<file path="src/rtl/video_frame_arbiter.sv">
// Frame-boundary arbiter for genlocked video sources: source 0 is timing master and default owner.
// Ownership changes only on a vsync rise, optionally with black frames inserted between owners.
module video_frame_arbiter #(
    parameter int unsigned NUM_SOURCES = 2,
    parameter int unsigned MUTE_FRAMES = 1
) (
    input  logic                        clock,
    input  logic                        reset,
    input  logic [24*NUM_SOURCES-1:0]   src_data,
    input  logic [NUM_SOURCES-1:0]      src_de,
    input  logic [NUM_SOURCES-1:0]      src_hsync,
    input  logic [NUM_SOURCES-1:0]      src_vsync,
    input  logic [NUM_SOURCES-1:0]      request,
    output logic [23:0]                 video_data,
    output logic                        video_de,
    output logic                        video_hsync,
    output logic                        video_vsync,
    output logic [NUM_SOURCES-1:0]      grant,
    output logic                        muted,
    output logic                        switch_done
);

    localparam int unsigned PIX_W = 24;
    localparam int unsigned CNT_W = 4;

    typedef enum logic [1:0] {
        ACTIVE  = 2'd0,
        PENDING = 2'd1,
        MUTE    = 2'd2
    } state_t;

    state_t                   state;
    state_t                   state_n;
    logic [NUM_SOURCES-1:0]   grant_n;
    logic [NUM_SOURCES-1:0]   nxt;
    logic [NUM_SOURCES-1:0]   nxt_n;
    logic [CNT_W-1:0]         cnt;
    logic [CNT_W-1:0]         cnt_n;
    logic                     done_n;
    logic                     vsync_d;
    logic                     frame_start_c;
    logic [NUM_SOURCES-1:0]   target_c;
    logic [PIX_W-1:0]         sel_data_c;

    // Only source 0 carries timing and request[0] is implied; the rest are intentionally ignored.
    logic unused_ok;
    assign unused_ok = ^{src_de[NUM_SOURCES-1:1], src_hsync[NUM_SOURCES-1:1],
                         src_vsync[NUM_SOURCES-1:1], request[0]};

    assign frame_start_c = src_vsync[0] & ~vsync_d;

    // Highest requesting index wins; source 0 when nobody asks.
    always_comb begin
        target_c = NUM_SOURCES'(1);
        for (int unsigned i = 1; i < NUM_SOURCES; i++) begin
            if (request[i]) begin
                target_c = NUM_SOURCES'(1) << i;
            end
        end
    end

    always_comb begin
        sel_data_c = '0;
        for (int unsigned i = 0; i < NUM_SOURCES; i++) begin
            if (grant[i]) begin
                sel_data_c = src_data[PIX_W*i +: PIX_W];
            end
        end
    end

    // Next-state logic: ownership only moves on a frame start.
    always_comb begin
        state_n = state;
        grant_n = grant;
        nxt_n   = nxt;
        cnt_n   = cnt;
        done_n  = 1'b0;
        case (state)
            ACTIVE: begin
                if (target_c != grant) begin
                    state_n = PENDING;
                end
            end
            PENDING: begin
                if (target_c == grant) begin
                    state_n = ACTIVE;
                end else if (frame_start_c) begin
                    if (MUTE_FRAMES > 0) begin
                        nxt_n   = target_c;
                        cnt_n   = CNT_W'(MUTE_FRAMES);
                        state_n = MUTE;
                    end else begin
                        grant_n = target_c;
                        done_n  = 1'b1;
                        state_n = ACTIVE;
                    end
                end
            end
            MUTE: begin
                if (frame_start_c) begin
                    if (cnt > CNT_W'(1)) begin
                        cnt_n = cnt - CNT_W'(1);
                    end else begin
                        grant_n = nxt;
                        cnt_n   = '0;
                        done_n  = 1'b1;
                        state_n = ACTIVE;
                    end
                end
            end
            default: begin
                state_n = ACTIVE;
            end
        endcase
    end

    // Output stage reflects the state before this cycle's update.
    always_ff @(posedge clock) begin
        if (reset) begin
            state       <= ACTIVE;
            grant       <= NUM_SOURCES'(1);
            nxt         <= NUM_SOURCES'(1);
            cnt         <= '0;
            vsync_d     <= 1'b0;
            video_data  <= '0;
            video_de    <= 1'b0;
            video_hsync <= 1'b0;
            video_vsync <= 1'b0;
            muted       <= 1'b0;
            switch_done <= 1'b0;
        end else begin
            state       <= state_n;
            grant       <= grant_n;
            nxt         <= nxt_n;
            cnt         <= cnt_n;
            vsync_d     <= src_vsync[0];
            video_data  <= ((state == MUTE) || !src_de[0]) ? '0 : sel_data_c;
            video_de    <= src_de[0];
            video_hsync <= src_hsync[0];
            video_vsync <= src_vsync[0];
            muted       <= (state == MUTE);
            switch_done <= done_n;
        end
    end

endmodule
</file>
<file path="config.mk">
export PLATFORM = sky130hd
export DESIGN_NAME = video_frame_arbiter
export DESIGN_NICKNAME = d
export VERILOG_FILES = /design/src/rtl/video_frame_arbiter.sv
export SDC_FILE = /design/constraint.sdc
export NUM_CORES = 1
export LEC_CHECK = 0
export ABC_CLOCK_PERIOD_IN_PS = 3450
export BUFFER_PORTS_ARGS = -buffer_cell sky130_fd_sc_hd__buf_2
export CAP_MARGIN = 30
export CELL_PAD_IN_SITES_DETAIL_PLACEMENT = 1
export CELL_PAD_IN_SITES_GLOBAL_PLACEMENT = 1
export CORE_ASPECT_RATIO = 0.6
export CORE_MARGIN = 4
export CORE_UTILIZATION = 32
export DETAILED_ROUTE_END_ITERATION = 7
export PLACE_DENSITY_LB_ADDON = 0.1
export SYNTH_ARGS = -nofsm -noshare
export SYNTH_HDL_FRONTEND = slang
export SYNTH_SLANG_ARGS = --single-unit
</file>
<file path="constraint.sdc">
create_clock -name clock -period 3.45 [get_ports clock]
set_clock_uncertainty 0.15 [all_clocks]
set_input_delay 0.1725 -clock clock [delete_from_list [all_inputs] [get_ports clock]]
set_output_delay 0.1725 -clock clock [all_outputs]
set_load 0.01 [all_outputs]
</file>
# Word level (Yosys, flattened, before mapping)
# Cells that the tools add are included.
# op_classes
add_sub_neg,1
n_mul,0
div_mod_pow,0
n_lt_le_gt_ge,1
n_eq_ne,10
n_shift,0
n_mux,15
bitwise_logic,6
n_reduce_logical,10
# ops
cell,n
$mux W24,2
$mux W4,4
$mux W2,6
$ne A2 B2 Y1 const B,5
$pmux W4 S2,1
$reduce_and A4 Y1,2
$pmux W2 S3,1
$reduce_and A3 Y1,2
$not A1 Y1,5
$gt A4 B1 Y1 const B,1
$sub A4 B1 Y4 const B,1
$ne A3 B3 Y1 const B,1
$reduce_or A3 Y1,1
$eq A2 B1 Y1 const B,1
$eq A2 B2 Y1,1
$eq A2 B2 Y1 const B,1
$logic_not A2 Y1,1
$ne A2 B2 Y1,1
$reduce_bool A2 Y1,1
$reduce_or A2 Y1,1
$and A1 B1 Y1,1
$logic_not A1 Y1,1
$logic_or A1 B1 Y1,1
$mux W1,1
# word_totals
register_bits,39
latchBits,0
ram_bits,0
mem_bits_ro,0
input_bits,58
elab_cells,53
mem_count,0

# Depth between registers and ports, before layout
# Gate-level depths: netlist of the first run.
# logic_depth
depth_word,5
ltp_mapped,6
ltp_nobuf,6

# Worst setup path after synthesis of the first run
# OpenSTA, ideal clock, no wires.
# synth_path
path_kind,register to register
startpoint,reg cnt[0]
endpoint,reg cnt[3]
setup_ns,0.074
arrival_ns,1.510
required_time_ns,3.225
path_slack_ns,1.715
path_stages_with_launch,7
period_less_slack_ns,1.735
cell_sequence,dfxtp_1 inv_1 ha_1 nor2_1 nor3_1 or4b_1 a31oi_1
# synth_via
elab_chain_len,4
# synth_rtl
item,line,text
start: declaration,37,logic [CNT_W-1:0] cnt;
start signal: assignment,135,cnt <= cnt_n;
$sub A4 B1 Y4 / $gt A4 B1 Y1 (equally long branches),"102, 101",
$mux W4 *,101,if (cnt > CNT_W'(1)) begin
$mux W4 *,100,if (frame_start_c) begin
$pmux W4 S2 *,78,case (state)
# Mark *: on every way between the ends. The rest lies on a longest branch, timed or not. The select of a mux whose other input is x is not followed.
# A chain may end at the register's enable or synchronous reset.

# Worst setup path after layout of the first run
# layout_path
startpoint,reg grant[1]
endpoint,reg video_data[7]
# layout_via
elab_chain_len,1
# layout_rtl
item,line,text
start: declaration,18,"output logic [NUM_SOURCES-1:0] grant,"
start signal: assignment,133,grant <= grant_n;
$mux W24,65,if (grant[i]) begin
end signal: assignment,137,video_data <= ((state == MUTE) || !src_de[0]) ? '0 : sel_data_c;
end: declaration,14,"output logic [23:0] video_data,"
# Every way passes these cells.

==> results.yml, run 1 <==
placed_design:
  dp_hpwl_mm: 3.52
  io_buffers: 84
  globalplace.congestion: 0.779
  post-place-ws_ns: 1.49
synthesis:
  ys.warnings.count: 0
  synth_nets: 214
  avgSynthCellArea_um2: 9.76
  yosysSeqAreaShare_pct: 52.0
  synthCells: 154
  ys_ff_latch: 39
  synth_cell_types: 30
  netlist_area_mm2: 0.00150
floorplanning:
  die_h_um: 61.1
  io_pins: 89
  dieWidth_um: 96.5
  core_area_mm2: 0.00432
  start_util_pct: 34.8
  fp.dieArea_mm2: 0.00589
  std_cell_rows: 18
clock_network:
  cts_resized: 0
  cts_buffers: 5
  cts_tree: "yes"
  root_buffer: "clkbuf_8"
  clock_path_buffers: 2
  cts.sinks: 39
  h-tree-depth: 2
  clk_latency_ns: 0.29
  path_clk_slew_ns: 0.08
setup_path:
  startpoint_type: "flip-flop"
  r2r-end: "video_data[7]"
  path_class: "reg2reg"
  cp_cell_sequence: "nor2b_1 -> buf_4 -> a22oi_1 -> dlygate4sd3_1 -> nor2_1"
  r2r_cells: 5
  crit_slowest_cell: "dlygate4sd3_1"
  cp.required_ns: 3.46
  path_max_fanout: 24
  worst_setup_path_end_kind: "flip-flop"
  reg2reg_from: "grant[1]"
  critPathArrivalTime_ns: 2.10
  r2r_slack_ns: 1.36
  cpPeakStageDelay_ns: 0.62
global_routing:
  met2_usage_pct: 41.2
  use_met3_pct: 5.13
  grt_start_max_net_pins: 25
  grt_use_total_pct: 21.7
  grt_most_used_layer: "met2"
  grt_pass1_vias: 1909
  met1_usage_pct: 22.9
  grt_pass1_wl_mm: 9.29
  grt_remaining_overflow: 0
  antenna_found_initial: 0
cells_and_area:
  n_fill_cell: 524
  final_cell_mix: "84 x buf_2, 45 x dlygate4sd3_1, 39 x dfxtp_1"
  final_common_cell: "buf_2"
  layout-drive-gt1-share_pct: 33.5
  final_net_count: 343
  area_delta_synth_final_pct: 67.0
sta:
  final_hold_viol_count: 0
  timing.hold.ws_ns: 0.0210
  min_period_over_period_pct: 60.7
  fmax_ghz: 0.478
  maxSlewHeadroom_pct: 46.9
  finalSetupViolCount: 0
  setup_slack_ns: 1.36
  tightest_slew_ns: 0.794
  finalMaxSlewViolations: 0
  setup_tns_ns: 0
  period_minus_slack_ns: 2.09
  grt_setup_unrepaired: "no"
run_status:
  outcome: "finished clean"
pwr:
  vdd_drop_max_v: 0.000230
  p_leak_nw: 1.20
  power_uw: 921
  power.density_mw_per_mm2: 367
run:
  cap_violations: 0
detailed_routing:
  drt-total-wl_mm: 6.20
  drc: 0
  num_vias: 1692
  wire_per_inst_um: 18.0
  vias_per_cell: 4.90
  drtIter0Drc: 52
  antenna_left: 0
  first_pass_iters: 4
hold_path:
  holdPathEnd: "video_data[19]"
  min_path_type: "in2reg"
  min_path_cells: 3
  min_from: "src_data[43]"
-- layer usage --
metal / share of wire, % / wire, um
met1: 40 / 2470
met2: 52 / 3230
met3: 5.7 / 352
met4: 2.4 / 146
met5: 0 / 0
-- power breakdown --
| group | switching (mW) | total [mW] | internal (mW) | leakage (nW) |
|---|---|---|---|---|
| logic | 0.0605 | 0.143 | 0.0829 | 0.835 |
| registers | 0.00698 | 0.473 | 0.466 | 0.319 |
| clock network | 0.163 | 0.305 | 0.142 | 0.0422 |
| total | 0.230 | 0.921 | 0.691 | 1.20 |
-- what timing repair did --
item                      CTS  global route
hold buffers               45             0
setup buffers               0             0
hold endpoints to repair   25             0
-- cell type report --
type / count / area, um^2 / share of cell area, %
Antenna cell: 1 / 2.50 / 0.0997
Multi-Input combinational cell: 103 / 673 / 26.8
Inverter: 3 / 11.3 / 0.449
Tap cell: 60 / 75.1 / 2.99
Timing Repair Buffer: 131 / 886 / 35.3
Sequential cell: 39 / 781 / 31.1
Clock buffer: 7 / 76.3 / 3.04
Clock inverter: 1 / 5.00 / 0.199
-- per-stage QoR --
step,cells,util [%],cell area (um^2)
after detailed placement,291,45.7,1980
after global routing,344,58.0,2510
after global placement,291,45.7,1980
final,345,58.0,2510
after CTS,344,58.0,2510
after floorplan,154,-,1500
-- worst max-delay path: cells and delay by family, from the launching register on --
kind | cells | cell delay (ns)
flip-flops | 1 | 0.59
AND/OR/NAND/NOR | 2 | 0.14
AO/OA/AOI/OAI | 1 | 0.22
buffers and inverters | 2 | 0.86
-- logic make-up after synthesis --
group	after synthesis	share of synthesized area [%]
AND/OR/NAND/NOR	58	20.7
AO/OA/AOI/OAI	40	20.5
flip-flops	39	52.0
buffers and inverters	12	3.25
multiplexers	3	2.00
adder cells (fa/ha/maj)	2	1.67
-- Yosys cell counts --
cell / count / share of area [%]
mux2i_1: 3 / 2.0
a21oi_1: 3 / 1.0
a211oi_1: 2 / 1.0
a2111oi_4: 1 / 1.8
nor3_1: 2 / 0.67
or4_4: 1 / 0.75
inv_1: 3 / 0.75
a22oi_1: 24 / 12
a311oi_1: 1 / 0.58
buf_2: 3 / 1.0
clkbuf_1: 6 / 1.5
a31oi_1: 1 / 0.42
a21o_1: 1 / 0.50
nor3b_1: 1 / 0.50
a211o_1: 1 / 0.58
o31a_1: 1 / 0.58
dfxtp_1: 39 / 52
nor2b_1: 8 / 3.3
and4b_1: 1 / 0.67
nand2_1: 4 / 1.0
or4b_1: 1 / 0.67
nor2_1: 33 / 8.2
o21ai_0: 4 / 1.3
or2b_1: 1 / 0.50
and3b_1: 1 / 0.58
o32a_1: 1 / 0.67
nand4bb_4: 1 / 1.8
nand3b_1: 3 / 1.5
or2_1: 1 / 0.42
ha_1: 2 / 1.7
-- worst max path at each step --
| stage | startpoint | end | slack, ns | cells after the start |
|---|---|---|---|---|
| after global placement | cnt[0] | cnt[3] | 1.60 | 6 |
| after CTS | cnt[0] | cnt[3] | 1.43 | 6 |
| after detailed placement | cnt[0] | cnt[3] | 1.49 | 6 |
| after floorplan | cnt[0] | cnt[3] | 1.72 | 6 |
| after global routing | grant[1] | video_data[9] | 1.28 | 5 |
| final | grant[1] | video_data[7] | 1.36 | 5 |
-- registers in the layout, indices dropped and copies added, names as in the netlist --
signal / count
video_hsync: 1
muted: 1
state: 2
grant: 2
switch_done: 1
nxt: 2
vsync_d: 1
video_data: 24
video_de: 1
cnt: 4
Power figures use the tool's default switching activity.
==> run 2, diff against run 1 <==
--- a/config.mk
+++ b/config.mk
@@ -5,14 +5,14 @@
 export SDC_FILE = /design/constraint.sdc
 export NUM_CORES = 1
 export LEC_CHECK = 0
-export ABC_CLOCK_PERIOD_IN_PS = 3450
+export ABC_CLOCK_PERIOD_IN_PS = 1800
 export BUFFER_PORTS_ARGS = -buffer_cell sky130_fd_sc_hd__buf_2
 export CAP_MARGIN = 30
 export CELL_PAD_IN_SITES_DETAIL_PLACEMENT = 1
 export CELL_PAD_IN_SITES_GLOBAL_PLACEMENT = 1
 export CORE_ASPECT_RATIO = 0.6
 export CORE_MARGIN = 4
-export CORE_UTILIZATION = 32
+export CORE_UTILIZATION = 27
 export DETAILED_ROUTE_END_ITERATION = 7
 export PLACE_DENSITY_LB_ADDON = 0.1
 export SYNTH_ARGS = -nofsm -noshare
==> constraint.sdc (replaced) <==
create_clock -name clock -period 1.8 [get_ports clock]
set_clock_uncertainty 0.15 [all_clocks]
set_input_delay 0.09 -clock clock [delete_from_list [all_inputs] [get_ports clock]]
set_output_delay 0.09 -clock clock [all_outputs]
set_load 0.01 [all_outputs]
==> run 2 against run 1 <==
Count of clock-buffer cells in the layout decreased by 1; via count decreased by 0.41%; clock power increased by 150%; maximum frequency increased by 19%; sequential share of layout area decreased by 2.6 points; critical endpoint is now grant[0].
==> results.yml, run 2 (synthesized netlist as in run 1, its figures left out) <==
run_status:
  outcome: "finished clean"
global_routing:
  antenna_found_initial: 0
  grt_pass1_vias: 1875
  grt_remaining_overflow: 0
  grt_use_total_pct: 17.2
  grt_start_max_net_pins: 25
  grt_pass1_wl_mm: 9.24
floorplanning:
  die_h_um: 65.8
  dieWidth_um: 104
  fp.dieArea_mm2: 0.00686
  io_pins: 89
  core_area_mm2: 0.00523
  start_util_pct: 28.7
  std_cell_rows: 20
sta:
  setup_tns_ns: 0
  maxSlewHeadroom_pct: 62.3
  min_period_over_period_pct: 97.3
  final_hold_viol_count: 0
  fmax_ghz: 0.571
  finalSetupViolCount: 0
  grt_setup_unrepaired: "no"
  tightest_slew_ns: 0.564
  finalMaxSlewViolations: 0
  period_minus_slack_ns: 1.75
  setup_slack_ns: 0.0480
setup_path:
  cpLargestDelayFamily: "simple AND/OR/NAND/NOR gates"
  path_class: "reg2reg"
  crit_buf_inv: 1
  r2r_cells: 5
  cp.required_ns: 1.83
  critPathArrivalTime_ns: 1.78
  startpoint_type: "flip-flop"
  cp-startpoint: "cnt[0]"
  path_max_fanout: 4
  crit_end: "grant[0]"
  reg2reg_from: "cnt[0]"
  cp_cell_sequence: "inv_1 -> ha_2 -> nor2_4 -> or4_4 -> a211o_1"
  worst-path-stages: 5
  r2r-end: "grant[0]"
  r2r_slack_ns: 0.05
  worst_setup_path_end_kind: "flip-flop"
  crit_slowest_cell: "or4_4"
  cpPeakStageDelay_ns: 0.52
cells_and_area:
  final_cell_mix: "82 x buf_2, 55 x dlygate4sd3_1, 35 x dfxtp_1"
  largest_registers: "video_data: 24 flops, cnt: 4 flops"
  largest_reg_flops: 24
  top_register: "video_data"
  area_delta_synth_final_pct: 83.4
  fin_area_mm2: 0.00276
  final_common_cell: "buf_2"
  layout-drive-gt1-share_pct: 37.9
  final_net_count: 360
detailed_routing:
  drtIter0Drc: 69
  drc: 0
  first_pass_iters: 4
  vias_per_cell: 4.58
  num_vias: 1685
  antenna_left: 0
  drt-total-wl_mm: 5.69
  wire_per_inst_um: 15.5
clock_network:
  cts_tree: "yes"
  clk_latency_ns: 0.28
  path_clk_slew_ns: 0.08
  h-tree-depth: 2
  cts.sinks: 39
  cts_buffers: 5
  clock_path_buffers: 2
  root_buffer: "clkbuf_8"
pwr:
  power.density_mw_per_mm2: 710
  p_leak_nw: 1.32
  vdd_drop_max_v: 0.000340
placed_design:
  dp_hpwl_mm: 3.62
  io_buffers: 84
  post-place-ws_ns: -0.0724
  dpl_cell_area_mm2: 0.00204
  globalplace.congestion: 0.740
hold_path:
  min_path_type: "reg2reg"
  min_path_cells: 2
run:
  cap_violations: 0
==> run 2: cell count changes in the layout (fill, tap and decap cells not counted), sizes merged <==
| cell | change |
|---|---|
| clkbuf | -1 |
| dlygate4sd3 | +10 |
| buf | +7 |
| bufinv | +1 |
==> run 2: what timing repair did <==
| item | 4_1_cts | 5_1_grt |
|---|---|---|
| hold buffers | 55 | 0 |
| gates resized for setup | 3 | 9 |
| setup buffers | 2 | 0 |
| setup endpoints to repair | 3 | 29 |
| hold endpoints to repair | 32 | 0 |
| pin swaps | 1 | 3 |
==> run 2: layout make-up <==
type,instances,area (um^2)
fill,593,2470
inverter,3,11.3
antenna,1,2.50
clock inverter,2,35.0
sequential,39,786
multi-input combinational,103,701
clock buffer,6,82.6
timing repair buffer,148,1060
tap,66,82.6
==> run 2: report_power, final <==
group          leakage (nW)  internal [mW]  total (mW)  switching (mW)
Clock                0.0612          0.449       0.756           0.307
Sequential            0.321          0.893       0.904          0.0109
Combinational         0.935          0.180       0.296           0.116
==> run 2: worst min-delay path by stage <==
stage	startpoint	end	slack [ns]
finish	nxt[1]	grant[1]	0.36
floorplan	reset	video_hsync	0.01
detailed placement	src_hsync[0]	video_hsync	0.15
global route	nxt[1]	grant[1]	0.42
CTS	nxt[1]	grant[1]	0.37
global placement	src_hsync[0]	video_hsync	0.15
==> run 2: stage by stage <==
stage | hold WS (ns) | power (mW) | utilization, % | std cells
final | 0.359 | 1.96 | 52.7 | 368
after global routing | 0.416 | 2.06 | 52.7 | 367
after CTS | 0.370 | 1.98 | 52.3 | 368
after detailed placement | 0.154 | 1.12 | 39.1 | 303
after global placement | 0.150 | 1.12 | 39.1 | 303
after floorplan | 0.0116 | 1.00 | - | 154
==> run 2: worst reg2reg max path, stage by stage (launching register included) <==
cell     delay (ns)
dfxtp_2        0.34
inv_1          0.08
ha_2           0.21
nor2_4         0.05
or4_4          0.52
a211o_1        0.31
==> run 2: per-layer routing <==
| metal | part of all wire (%) | global-route usage [%] | up-vias |
|---|---|---|---|
| met2 | 45 | 27.9 | 58 |
| met3 | 6.5 | 5.37 | 2 |
| met5 | 0 | 0 | - |
| li1 | - | - | 841 |
| met4 | 0.14 | 3.98 | 0 |
| met1 | 48 | 22.6 | 784 |
==> run 3, diff against run 2 <==
--- a/config.mk
+++ b/config.mk
@@ -15,6 +15,7 @@
 export CORE_UTILIZATION = 27
 export DETAILED_ROUTE_END_ITERATION = 7
 export PLACE_DENSITY_LB_ADDON = 0.1
+export REMOVE_ABC_BUFFERS = 1
 export SYNTH_ARGS = -nofsm -noshare
 export SYNTH_HDL_FRONTEND = slang
 export SYNTH_SLANG_ARGS = --single-unit
==> run 3 against run 2 <==
Via count is 1.5% lower; sequential power hardly changed; first-iteration DRC count is 16% lower; critical endpoint unchanged; largest power group unchanged.
==> results.yml, run 3 (synthesized netlist as in run 1, its figures left out) <==
global_routing:
  grt_pass1_wl_mm: 9.03
  grt_use_total_pct: 17.0
  grt_pass1_vias: 1763
  grt_start_max_net_pins: 25
  antenna_found_initial: 0
  grt_remaining_overflow: 0
floorplanning:
  fp.dieArea_mm2: 0.00686
  die_h_um: 65.8
  std_cell_rows: 20
  core_area_mm2: 0.00523
  io_pins: 89
  start_util_pct: 28.7
  dieWidth_um: 104
sta:
  final_hold_viol_count: 0
  tightest_slew_ns: 0.565
  min_period_over_period_pct: 97.5
  maxSlewHeadroom_pct: 62.3
  fmax_ghz: 0.570
  period_minus_slack_ns: 1.75
  finalSetupViolCount: 0
  setup_tns_ns: 0
  finalMaxSlewViolations: 0
cells_and_area:
  largest_registers: "video_data: 24 flops, cnt: 4 flops"
  regArea_um2: 785
  area_delta_synth_final_pct: 82.5
  final_net_count: 358
  n_fill_cell: 593
  fin_area_mm2: 0.00274
  layout-drive-gt1-share_pct: 37.1
  antenna_cells: 0
  multi_input_area_um2: 701
  top_register: "video_data"
  fin_cells: 365
  largest_reg_flops: 24
  final_cell_mix: "84 x buf_2, 53 x dlygate4sd3_1, 36 x dfxtp_1"
  final_common_cell: "buf_2"
pwr:
  power.density_mw_per_mm2: 751
  vdd_drop_max_v: 0.000309
  p_leak_nw: 1.31
placed_design:
  globalplace.congestion: 0.724
  dp_hpwl_mm: 3.48
  dpl_cell_area_mm2: 0.00205
  dp.cells: 304
  io_buffers: 84
setup_path:
  crit_slowest_cell: "or4_4"
  worst_setup_path_end_kind: "flip-flop"
  startpoint_type: "flip-flop"
  path_max_fanout: 4
  critPathArrivalTime_ns: 1.78
  path_class: "reg2reg"
  cp.required_ns: 1.82
  cpPeakStageDelay_ns: 0.52
  cp_cell_sequence: "inv_1 -> ha_1 -> nor2_4 -> or4_4 -> a211o_1"
  r2r_slack_ns: 0.05
detailed_routing:
  wire_per_inst_um: 15.7
  num_vias: 1659
  first_pass_iters: 4
  drt-total-wl_mm: 5.72
  antenna_left: 0
  vias_per_cell: 4.55
  drtIter0Drc: 58
  drc: 0
clock_network:
  path_clk_slew_ns: 0.07
  clk_latency_ns: 0.28
  cts_buffers: 5
  h-tree-depth: 2
  cts.sinks: 39
  cts_tree: "yes"
  root_buffer: "clkbuf_8"
  clock_path_buffers: 2
hold_path:
  min_path_type: "in2reg"
run:
  cap_violations: 0
run_status:
  outcome: "finished clean"
[run 3: what timing repair did]
item | 4_1_cts | 5_1_grt
endpoints found under the setup margin | 1 | 26
hold buffers | 53 | 0
setup buffers | 0 | 0
gates resized for setup | 1 | 8
endpoints found under the hold margin | 33 | 0
pin swaps | 0 | 1
[run 3: worst paths after layout]
| kind | cells past startpoint | end | start |
|---|---|---|---|
| setup / recovery | 5 | grant[0] | cnt[1] |
| hold / removal | 3 | nxt[0] | request[1] |
| setup reg to reg | 5 | grant[0] | cnt[1] |
| hold reg to reg | 2 | nxt[1] | nxt[1] |
[run 3: area by class of cell]
| cell class | count | share of cell area [%] |
|---|---|---|
| clock buffers | 6 | 2.65 |
| clock inverters | 2 | 2.19 |
| inverters | 3 | 0.411 |
| multi-input cells | 103 | 25.5 |
| flip-flops and latches | 39 | 28.6 |
| well taps | 66 | 3.01 |
| repair buffers | 146 | 37.6 |
[run 3: metal layers]
metal,global-route usage (%),share of wire (%)
met1,21.3,48
met2,27.4,44
met3,5.17,6.3
met4,6.97,2.4
met5,0,0
[run 3: through the flow]
step           setup WS, ns  hold WS [ns]  util [%]  power (mW)
4_1_cts            0.000369        0.0587      51.9        2.07
6_report             0.0452        0.0728      52.4        2.06
3_5_place_dp        -0.0250         0.169      39.2        1.12
5_1_grt            -0.00595        0.0666      52.4        2.16
3_3_place_gp      -0.000351         0.159      39.2        1.12
2_1_floorplan        -0.279       0.00907         -       0.999
[run 3: where the power goes]
part	switching, mW	total [mW]	internal, mW	leakage [nW]
clock network	0.309	0.863	0.554	0.0654
logic	0.115	0.292	0.177	0.926
registers	0.0116	0.905	0.893	0.321
[run 3: critical path: cells and delay by family, from the launching register on]
family                     cells  cell delay [ns]
AOI/OAI and AO/OA              1             0.31
DFF                            1             0.33
adders and majority gates      1             0.21
and+or+nand+nor                2             0.58
buffers and inverters          1             0.07
